File: src/rtl/sqrt_ctrl.sv
// Control FSM for the 8-bit odd-sum integer square-root unit.
// Sequences sqrt_proc through the d/s update states and reports completion.
//
//  state          | meaning
//  ---------------+------------------------------------------------
//  idle           | waiting for start_i
//  get_x          | datapath loads x; iteration count cleared
//  test           | compare s against x, no datapath action
//  sumd_load_r1   | d update, load first operand
//  sumd_load_r2   | d update, load second operand
//  sumd_drive     | d update, write d + 2
//  sums_load_r1   | s update, load first operand
//  sums_load_r2_1 | s update, load d
//  sums_drive_r1  | s update, write partial sum
//  sums_load_r2_2 | s update, load constant
//  sums_drive     | s update, write s + d + 1
//  zero           | x == 0 shortcut
//  finaliza       | loop exit, result ready next step
module sqrt_ctrl #(
    parameter int ITER_W = 5
) (
    input  logic              clk_i,
    input  logic              rstn_i,
    input  logic              enb_i,
    input  logic              start_i,
    input  logic [8:0]        d,
    input  logic [8:0]        s,
    input  logic [7:0]        x,
    output logic [3:0]        state,
    output logic              done_o,
    output logic [ITER_W-1:0] iter_o
);

    typedef enum logic [3:0] {
        idle           = 4'd0,
        get_x          = 4'd1,
        test           = 4'd2,
        sumd_load_r1   = 4'd3,
        sumd_load_r2   = 4'd4,
        sumd_drive     = 4'd5,
        sums_load_r1   = 4'd6,
        sums_load_r2_1 = 4'd7,
        sums_drive_r1  = 4'd8,
        sums_load_r2_2 = 4'd9,
        sums_drive     = 4'd10,
        zero           = 4'd11,
        finaliza       = 4'd12
    } state_e;

    state_e            state_q, state_d;
    logic              done_q, done_d;
    logic [ITER_W-1:0] iter_q, iter_d;

    // d is wired in for debug visibility only; the loop decision needs s and x.
    logic unused_d;
    assign unused_d = ^d;

    always_comb begin
        state_d = state_q;
        iter_d  = iter_q;
        done_d  = 1'b0;
        case (state_q)
            idle:           if (start_i) state_d = get_x;
            get_x: begin
                state_d = test;
                iter_d  = '0;
            end
            test: begin
                if (x == 8'd0)
                    state_d = zero;
                else if (s <= {1'b0, x})
                    state_d = sumd_load_r1;
                else
                    state_d = finaliza;
            end
            sumd_load_r1:   state_d = sumd_load_r2;
            sumd_load_r2:   state_d = sumd_drive;
            sumd_drive:     state_d = sums_load_r1;
            sums_load_r1:   state_d = sums_load_r2_1;
            sums_load_r2_1: state_d = sums_drive_r1;
            sums_drive_r1:  state_d = sums_load_r2_2;
            sums_load_r2_2: state_d = sums_drive;
            sums_drive: begin
                state_d = test;
                if (!(&iter_q)) iter_d = iter_q + ITER_W'(1);
            end
            zero, finaliza: begin
                state_d = idle;
                done_d  = 1'b1;
            end
            default:        state_d = idle;
        endcase
    end

    always_ff @(posedge clk_i or negedge rstn_i) begin
        if (!rstn_i) begin
            state_q <= idle;
            done_q  <= 1'b0;
            iter_q  <= '0;
        end else if (enb_i) begin
            state_q <= state_d;
            done_q  <= done_d;
            iter_q  <= iter_d;
        end
    end

    assign state  = state_q;
    assign done_o = done_q;
    assign iter_o = iter_q;

endmodule
File: config.mk
export PLATFORM = sky130hd
export DESIGN_NAME = sqrt_ctrl
export DESIGN_NICKNAME = d
export VERILOG_FILES = /design/src/rtl/sqrt_ctrl.sv
export SDC_FILE = /design/constraint.sdc
export NUM_CORES = 1
export LEC_CHECK = 0
export ABC_AREA = 0
export BUFFER_PORTS_ARGS = -buffer_cell sky130_fd_sc_hd__buf_2
export CORE_ASPECT_RATIO = 1.1
export CORE_MARGIN = 3
export CORE_UTILIZATION = 48
export CTS_BUF_LIST = sky130_fd_sc_hd__clkbuf_4
export DETAILED_ROUTE_END_ITERATION = 10
export GPL_ROUTABILITY_DRIVEN = 0
export PLACE_DENSITY = 0.88
export SYNTH_ARGS = -nofsm -noshare
export SYNTH_HDL_FRONTEND = slang
export SYNTH_SLANG_ARGS = --single-unit
File: constraint.sdc
create_clock -name clk_i -period 2.25 [get_ports clk_i]
set_clock_uncertainty 0.05 [all_clocks]
set_input_delay 0.1125 -clock clk_i [delete_from_list [all_inputs] [get_ports clk_i]]
set_output_delay 0.1125 -clock clk_i [all_outputs]
set_load 0.1 [all_outputs]
# Word level (Yosys, flattened, before mapping)
# Index checks and enable logic that the tools add are counted.
[classes]
n_addsub = 1
n_lt_le_gt_ge = 1
n_eq_ne = 14
n_mux = 7
reduce_logical = 8
[ops]
columns = ["op", "count"]
rows = [
  ["one-hot mux 4 bit (10 select lines)", 1],
  ["equality test 4 bit, second input constant", 5],
  ["equality test 4 x 3 -> 1 bit, second input constant", 4],
  ["two-way mux 4 bit", 3],
  ["one-hot mux 5 bit (2 select lines)", 1],
  ["<= comparator 9 x 8 -> 1 bit", 1],
  ["equality test 4 x 2 -> 1 bit, second input constant", 2],
  ["zero test 8 bit", 1],
  ["adder 5 x 1 -> 5 bit, second input constant", 1],
  ["two-way mux 5 bit", 1],
  ["AND reduction 5 bit", 1],
  ["equality test 4 x 1 -> 1 bit, second input constant", 1],
  ["zero test 4 bit", 1],
  ["inequality test 2 bit, second input constant", 2],
  ["OR reduction 2 bit", 2],
  ["AND reduction 3 bit", 1],
  ["AND reduction 2 bit", 1],
  ["nonzero test 2 bit", 1],
  ["two-way mux 1 bit", 1],
]
[word_totals]
register_bits = 10

# Logic depth before layout (Yosys ltp)
# Gate-level depths: netlist (run 1).
[logic_depth]
depth_word = 4
depth_mapped = 7

# Worst setup path before layout (run 1)
# No wires, ideal clock.
[synth_timing]
path_type = "register to register"
start = "register iter_q[0] (netlist: iter_o[0])"
end = "register iter_q[3] (netlist: iter_o[3])"
arrival_time_ns = 2.108
t_required_ns = 2.078
path_slack_ns = -0.030
stages_incl_launch_ff = 8
path_buffers = 0
path_cell_list = "dfrtp_1 -> ha_1 -> and3_1 -> ha_1 -> nor3b_2 -> o21ai_2 -> o21ai_1 -> a22o_1"
[synth_via]
elab_chain_cells = 3
[synth_lines]
columns = ["item", "line", "source"]
rows = [
  ["from (decl)", "52", "logic [ITER_W-1:0] iter_q, iter_d;"],
  ["from (signal assigned)", "103", "iter_q <= iter_d;"],
  ["adder 5 x 1 -> 5 bit or AND reduction 5 bit (tied branches)", "85", "if (!(&iter_q)) iter_d = iter_q + ITER_W'(1);"],
  ["two-way mux 5 bit or inequality test 2 bit (tied branches)", "n/a", ""],
  ["one-hot mux 5 bit (2 select lines) or AND reduction 3 bit (tied branches)", "n/a", ""],
]
# Several ways; a longest one is shown, not always the timed one. The select of a mux whose other input is x is not followed.
# A chain may end at the register's enable or synchronous reset.

# Worst setup path in the final report (run 1)
# Same ends and word-level chain as after synthesis.

==> results of run 1 <==
## routing by layer
layer  GRT usage, %  vias to the layer above  share of wire (%)
met5              0                        -                  0
met4          5.991                        0                1.4
met3          2.465                        4                5.1
met2          32.58                       33                 51
met1          25.49                      420                 43
li1               -                      439                  -
## synth_stat cells, types with 2 or more instances
| master | count | area, µm² |
|---|---|---|
| a41o_1 | 2 | 20.02 |
| a211oi_2 | 2 | 25.02 |
| or4_4 | 2 | 22.52 |
| inv_1 | 12 | 45.04 |
| buf_2 | 2 | 10.01 |
| nand2b_1 | 3 | 18.77 |
| and2_1 | 2 | 12.51 |
| nand4_1 | 2 | 12.51 |
| nor2_1 | 3 | 11.26 |
| nor3b_2 | 2 | 25.02 |
| a21oi_1 | 6 | 30.03 |
| o21ai_1 | 2 | 10.01 |
| nand3_1 | 2 | 10.01 |
| dfrtp_1 | 10 | 250.2 |
| clkbuf_1 | 3 | 11.26 |
| ha_1 | 10 | 125.1 |
| nor2b_1 | 2 | 12.51 |
| o21ai_0 | 6 | 30.03 |
| nand2_1 | 9 | 33.78 |
| nor3_1 | 3 | 15.01 |
## critical path: cells and delay by family, from the launching register on
family | cells | cell delay, ns
flip-flops | 1 | 0.44
AO/OA/AOI/OAI | 2 | 0.40
adder cells (fa/ha/maj) | 2 | 0.42
AND/OR/NAND/NOR | 2 | 0.39
## stage by stage
step	instances	utilization, %	hold slack [ns]	worst slack [ns]	instance area, µm²
floorplan	104	-	-0.2331	0.1160	894.6
global placement	146	63.26	-0.06753	0.5127	1045
detailed placement	146	63.26	-0.06186	0.4535	1045
CTS	151	65.45	0.1588	0.4364	1081
global route	151	65.45	0.1848	0.3122	1081
finish	151	65.45	0.1745	0.4417	1081
## worst min-delay path by stage
stage / start / endpoint / slack (ns) / cells after the start
final: enb_i / state[0] / 0.17 / 2
after global routing: enb_i / state[0] / 0.18 / 2
after CTS: enb_i / state[0] / 0.16 / 2
after detailed placement: rstn_i / iter_o[3] / -0.06 / 1
after global placement: rstn_i / done_o / -0.07 / 1
after floorplan: rstn_i / done_o / -0.23 / 0
## sequential cells by signal (all words and copies together) (netlist names)
signal / cells
done_o: 1
state: 4
iter_o: 5
## area by class of cell
| cell class | instances | area, µm² | share of cell area [%] |
|---|---|---|---|
| clock buffers | 3 | 22.52 | 2.083 |
| clock inverters | 1 | 3.754 | 0.3472 |
| inverters | 12 | 45.04 | 4.167 |
| multi-input cells | 77 | 575.6 | 53.24 |
| flip-flops and latches | 10 | 252.7 | 23.38 |
| well taps | 17 | 21.27 | 1.968 |
| repair buffers | 31 | 160.2 | 14.81 |
## kinds of logic after synthesis
| family | count (synthesis) | share of synthesized area, % |
|---|---|---|
| compound gates | 29 | 23.70 |
| fa+ha+maj | 10 | 14.03 |
| buf+inv | 17 | 7.433 |
| flops | 10 | 28.05 |
| mux | 1 | 1.122 |
| simple gates | 37 | 25.67 |
## report_power, final
group / leakage, nW / switching, mW / internal [mW] / total, mW
clock network: 0.0154 / 0.0670 / 0.0641 / 0.131
registers: 0.131 / 0.113 / 0.218 / 0.331
logic: 0.414 / 0.449 / 0.189 / 0.638
total: 0.560 / 0.629 / 0.471 / 1.10
==> results.yml, run 1 <==
grt:
  antenna_violations_before_repair: 0
  grt_pass1_wl_um: 3546
  globalRoute.totalOverflow: 0
  pin_count_of_the_biggest_net_entering_global_routing: 15
  via_count_of_the_first_global_routing_pass: 858
  groute.usage.overall_pct: 19.57
timing:
  timing.final.crit_share_pct: 80.37
  max_freq_ghz: 0.5530
  max_slew_headroom_pct: 67.57
  grt_setup_unrepaired: "no"
  finalSetupViolCount: 0
  maxSlewViolCount: 0
  tns_ns: 0
  final_hold_viol_count: 0
  post-route-min-period_ns: 1.808
  tightestPinTransition_ns: 0.4898
power_and_ir_drop:
  p_leak_nw: 0.5605
  powerDensity_nw_per_um2: 1017
  totalPowerFinal_mw: 1.100
  irDropWorstVdd_mv: 0.6718
setup_path:
  crit_fanout: 8
  rr_endpoint: "iter_o[3]"
  ff_to_ff_start: "iter_o[0]"
  rrSetupSlack_ns: 0.44
  worstPathRequired_ns: 2.36
  cpMostUsedCell: "ha_1"
  worst_setup_path_end_kind: "register"
  crit_path_top_delay_cell: "dfrtp_2"
  crit_path_cell_trace: "ha_1 -> and3_1 -> ha_1 -> nor3b_2 -> o21ai_2 -> a22o_1"
  cpPeakStageDelay_ns: 0.44
  critPathLaunchType: "register"
  endpoint: "iter_o[3]"
  crit_path_arrival_time_ns: 1.92
  crit_start: "iter_o[0]"
  class_of_the_most_critical_setup_path: "register to register"
  worst_r2r_path_depth: 6
place:
  place_hpwl_um: 1580
  place.port_buffers: 30
clocking:
  post_cts_resize_count: 0
  clock_network_latency_to_the_later_pin_of_the_worst_skew_pair_ns: 0.27
  numCtsBuffers: 3
  clock_path_buffers: 2
  worst_setup_hold_path_clk_slew_ns: 0.08
  cts_num_sinks: 10
  clock_tree_root_driver_cell: "clkbuf_4"
  cts_hold_repair.buffers: 1
  clock_tree_from_tritoncts: "yes"
  cts_setup_buffers: 0
  h-tree-depth: 1
detailed_routing:
  route.detailed.wl_per_inst_um: 13.50
  post-route-drc-count: 0
  drt_first_pass_iters: 4
  total_via_count_after_detailed_routing: 896
  routed_wl_um: 2039
  antenna_violating_nets_post_route: 0
  detailedRoute.firstIterationViolations: 17
  viasPerCell: 5.934
synth:
  synthFlopType: "dfrtp_1"
  distinct_cells_synth: 39
  ys.warnings.count: 0
  edff_count_synth: 0
  synth_area_um2: 892.1
  avgSynthCellArea_um2: 8.578
  async_flop_share_pct: 100.0
  syn_inst: 104
  seq_area_frac_synth_pct: 28.05
  mappedNetlistNets: 144
  synth.ff_latch_count: 10
cells_and_area:
  area_delta_synth_final_pct: 21.18
  layout.cells.most_common: "buf_2"
  fin_nets: 175
  nFillCells: 145
  most-common-layout-cells: "buf_2 (30), inv_1 (12), ha_1 (10), nand2_1 (9), dfrtp_1 (8)"
  antenna-diode-count: 0
  drive_gt1_share_pct: 35.07
die:
  floorplan.die_area_um2: 2412
  io_pins: 40
  die_width_um: 47.11
  coreArea_um2: 1652
  start_util_pct: 54.02
  die_h_um: 51.22
  num_rows: 15
status:
  run_status: "finished, final reports clean"
min_path:
  holdCritPathClass: "primary input to register"
run:
  cap_viol_max_count: 0
No activity file was read; power rests on OpenSTA's default activity.
==> run 2: changes to the inputs <==
--- a/config.mk
+++ b/config.mk
@@ -9,11 +9,11 @@
 export BUFFER_PORTS_ARGS = -buffer_cell sky130_fd_sc_hd__buf_2
 export CORE_ASPECT_RATIO = 1.1
 export CORE_MARGIN = 3
-export CORE_UTILIZATION = 48
+export CORE_UTILIZATION = 43
 export CTS_BUF_LIST = sky130_fd_sc_hd__clkbuf_4
 export DETAILED_ROUTE_END_ITERATION = 10
 export GPL_ROUTABILITY_DRIVEN = 0
-export PLACE_DENSITY = 0.88
+export PLACE_DENSITY = 0.84
 export SYNTH_ARGS = -nofsm -noshare
 export SYNTH_HDL_FRONTEND = slang
 export SYNTH_SLANG_ARGS = --single-unit
==> constraint.sdc (replaced) <==
create_clock -name clk_i -period 1.6 [get_ports clk_i]
set_clock_uncertainty 0.05 [all_clocks]
set_input_delay 0.08 -clock clk_i [delete_from_list [all_inputs] [get_ports clk_i]]
set_output_delay 0.08 -clock clk_i [all_outputs]
set_load 0.1 [all_outputs]
==> run 2 against run 1 <==
The run now ends with setup timing left. Clock power increased by 34%. Final cell count increased by 13%. Sequential share of layout area decreased by 0.87 points. Critical path depth increased by 1. First-iteration DRC count decreased by 59%. Fmax increased by 7.1%. Flip-flop and latch count unchanged. Non-clock buffer count increased by 9. Setup slack got worse by 0.53 ns. Power increased by 49%. Critical endpoint unchanged.
==> results.yml, run 2 (synthesis results as in run 1) <==
status:
  run_status: "finished, violations left"
  failed_checks: "setup timing"
setup_path:
  critPathLaunchType: "register"
  rrSetupSlack_ns: -0.09
  class_of_the_most_critical_setup_path: "register to register"
  worstPathRequired_ns: 1.75
  crit_path_arrival_time_ns: 1.84
  ff_to_ff_start: "iter_o[1]"
  worst_setup_path_end_kind: "register"
  worst_r2r_path_depth: 7
  rr_endpoint: "iter_o[3]"
  crit_fanout: 8
die:
  io_pins: 40
  die_h_um: 53.77
  die_width_um: 49.43
  num_rows: 16
  start_util_pct: 47.92
  coreArea_um2: 1862
  floorplan.die_area_um2: 2658
grt:
  globalRoute.busiestLayer: "met2"
  pin_count_of_the_biggest_net_entering_global_routing: 15
  globalRoute.totalOverflow: 0
  antenna_violations_before_repair: 0
  grtUsageMet1_pct: 17.60
  grt_pass1_wl_um: 3519
  gr-usage-met2_pct: 34.82
  via_count_of_the_first_global_routing_pass: 877
  groute.layer.met3.usage_pct: 2.770
  groute.usage.overall_pct: 17.30
run:
  cap_viol_max_count: 0
timing:
  max_freq_ghz: 0.5924
  tightestPinTransition_ns: 0.4897
  maxSlewViolCount: 0
  grt_setup_unrepaired: "yes"
  fin_hold_ws_ns: 0.1013
  max_slew_headroom_pct: 67.58
  post-route-min-period_ns: 1.688
  tns_ns: -0.2088
  finalSetupViolCount: 5
  timing.final.crit_share_pct: 105.5
  final_hold_viol_count: 0
  setup_ws_ns: -0.08801
power_and_ir_drop:
  irDropWorstVdd_mv: 0.6288
  p_leak_nw: 0.5895
  powerDensity_nw_per_um2: 1336
cells_and_area:
  most-common-layout-cells: "buf_2 (30), inv_1 (12), nand2_1 (9), buf_4 (9), ha_1 (8)"
  final_core_util_pct: 65.99
  area_delta_synth_final_pct: 37.73
  antenna-diode-count: 0
  fin_nets: 184
  drive_gt1_share_pct: 46.15
  largest_register_ff_count: 5
  layout.cells.most_common: "buf_2"
clocking:
  clock_path_buffers: 2
  clock_tree_root_driver_cell: "clkbuf_4"
  h-tree-depth: 1
  cts_num_sinks: 10
  worst_setup_hold_path_clk_slew_ns: 0.07
  clock_network_latency_to_the_later_pin_of_the_worst_skew_pair_ns: 0.27
  numCtsBuffers: 3
  clock_tree_from_tritoncts: "yes"
min_path:
  holdCritPathClass: "primary input to register"
  hold_path_depth: 2
  beginning_of_the_worst_hold_path: "enb_i"
  holdPathEnd: "state[0]"
detailed_routing:
  route.detailed.wl_per_inst_um: 12.03
  post-route-drc-count: 0
  drt_first_pass_iters: 4
  viasPerCell: 5.359
  routed_wl_um: 2045
  total_via_count_after_detailed_routing: 911
  detailedRoute.firstIterationViolations: 7
  antenna_violating_nets_post_route: 0
place:
  place_hpwl_um: 1627
  place.port_buffers: 30
run 2: changes by cell type in the layout (fill, tap and decap cells not counted), moves of 2 or more:
cell     previous run  this run
dfrtp_1             8         1
ha_4                0         2
ha_1               10         8
dfrtp_4             0         6
buf_4               0         9
run 2: layout make-up:
| type | count | area, µm² |
|---|---|---|
| clock buffers | 3 | 22.52 |
| multi-input cells | 77 | 619.3 |
| well taps | 27 | 33.78 |
| fillers | 162 | 633.1 |
| flip-flops and latches | 10 | 276.5 |
| inverters | 12 | 45.04 |
| repair buffers | 40 | 227.7 |
| clock inverters | 1 | 3.754 |
run 2: worst max-delay path by stage:
stage,start,endpoint,cells after the start
after floorplan,iter_o[1],iter_o[3],6
after global placement,iter_o[1],iter_o[3],6
after CTS,iter_o[1],iter_o[3],7
after detailed placement,iter_o[1],iter_o[2],7
final,iter_o[1],iter_o[3],7
after global routing,iter_o[1],iter_o[2],7
run 2: worst max-delay path, cell delays in order, from the launching register on:
cell and delay (ns):
dfrtp_4 0.49, ha_4 0.17, and3_4 0.15, ha_4 0.16, nor3b_4 0.23, o21ai_4 0.11
o21ai_1 0.14, a22o_1 0.14
run 2: report_power, final:
part	switching (mW)	internal [mW]
combinational	0.696	0.313
sequential	0.116	0.341
clock	0.0861	0.0901
run 2: per-stage QoR:
step,instances,area [µm²],power (mW),setup slack [ns]
4_1_cts,168,1214,1.653,-0.07708
3_3_place_gp,163,1164,1.409,-0.06616
2_1_floorplan,104,964.7,1.284,-0.2228
6_report,170,1229,1.642,-0.08801
3_5_place_dp,163,1164,1.442,-0.09817
5_1_grt,170,1229,1.757,-0.1535
run 2: routing by layer:
metal	part of all wire, %	up-vias
li1	-	453
met1	39	418
met2	54	36
met3	6.1	4
met4	1.3	0
met5	0	-
run 2: what timing repair did:
action                                 CTS  global route
setup buffers                            0             2
setup endpoints to repair                5             5
hold buffers                             1             0
gates resized for setup                  3             0
endpoints found under the hold margin   10             0
pin swaps                                2             1
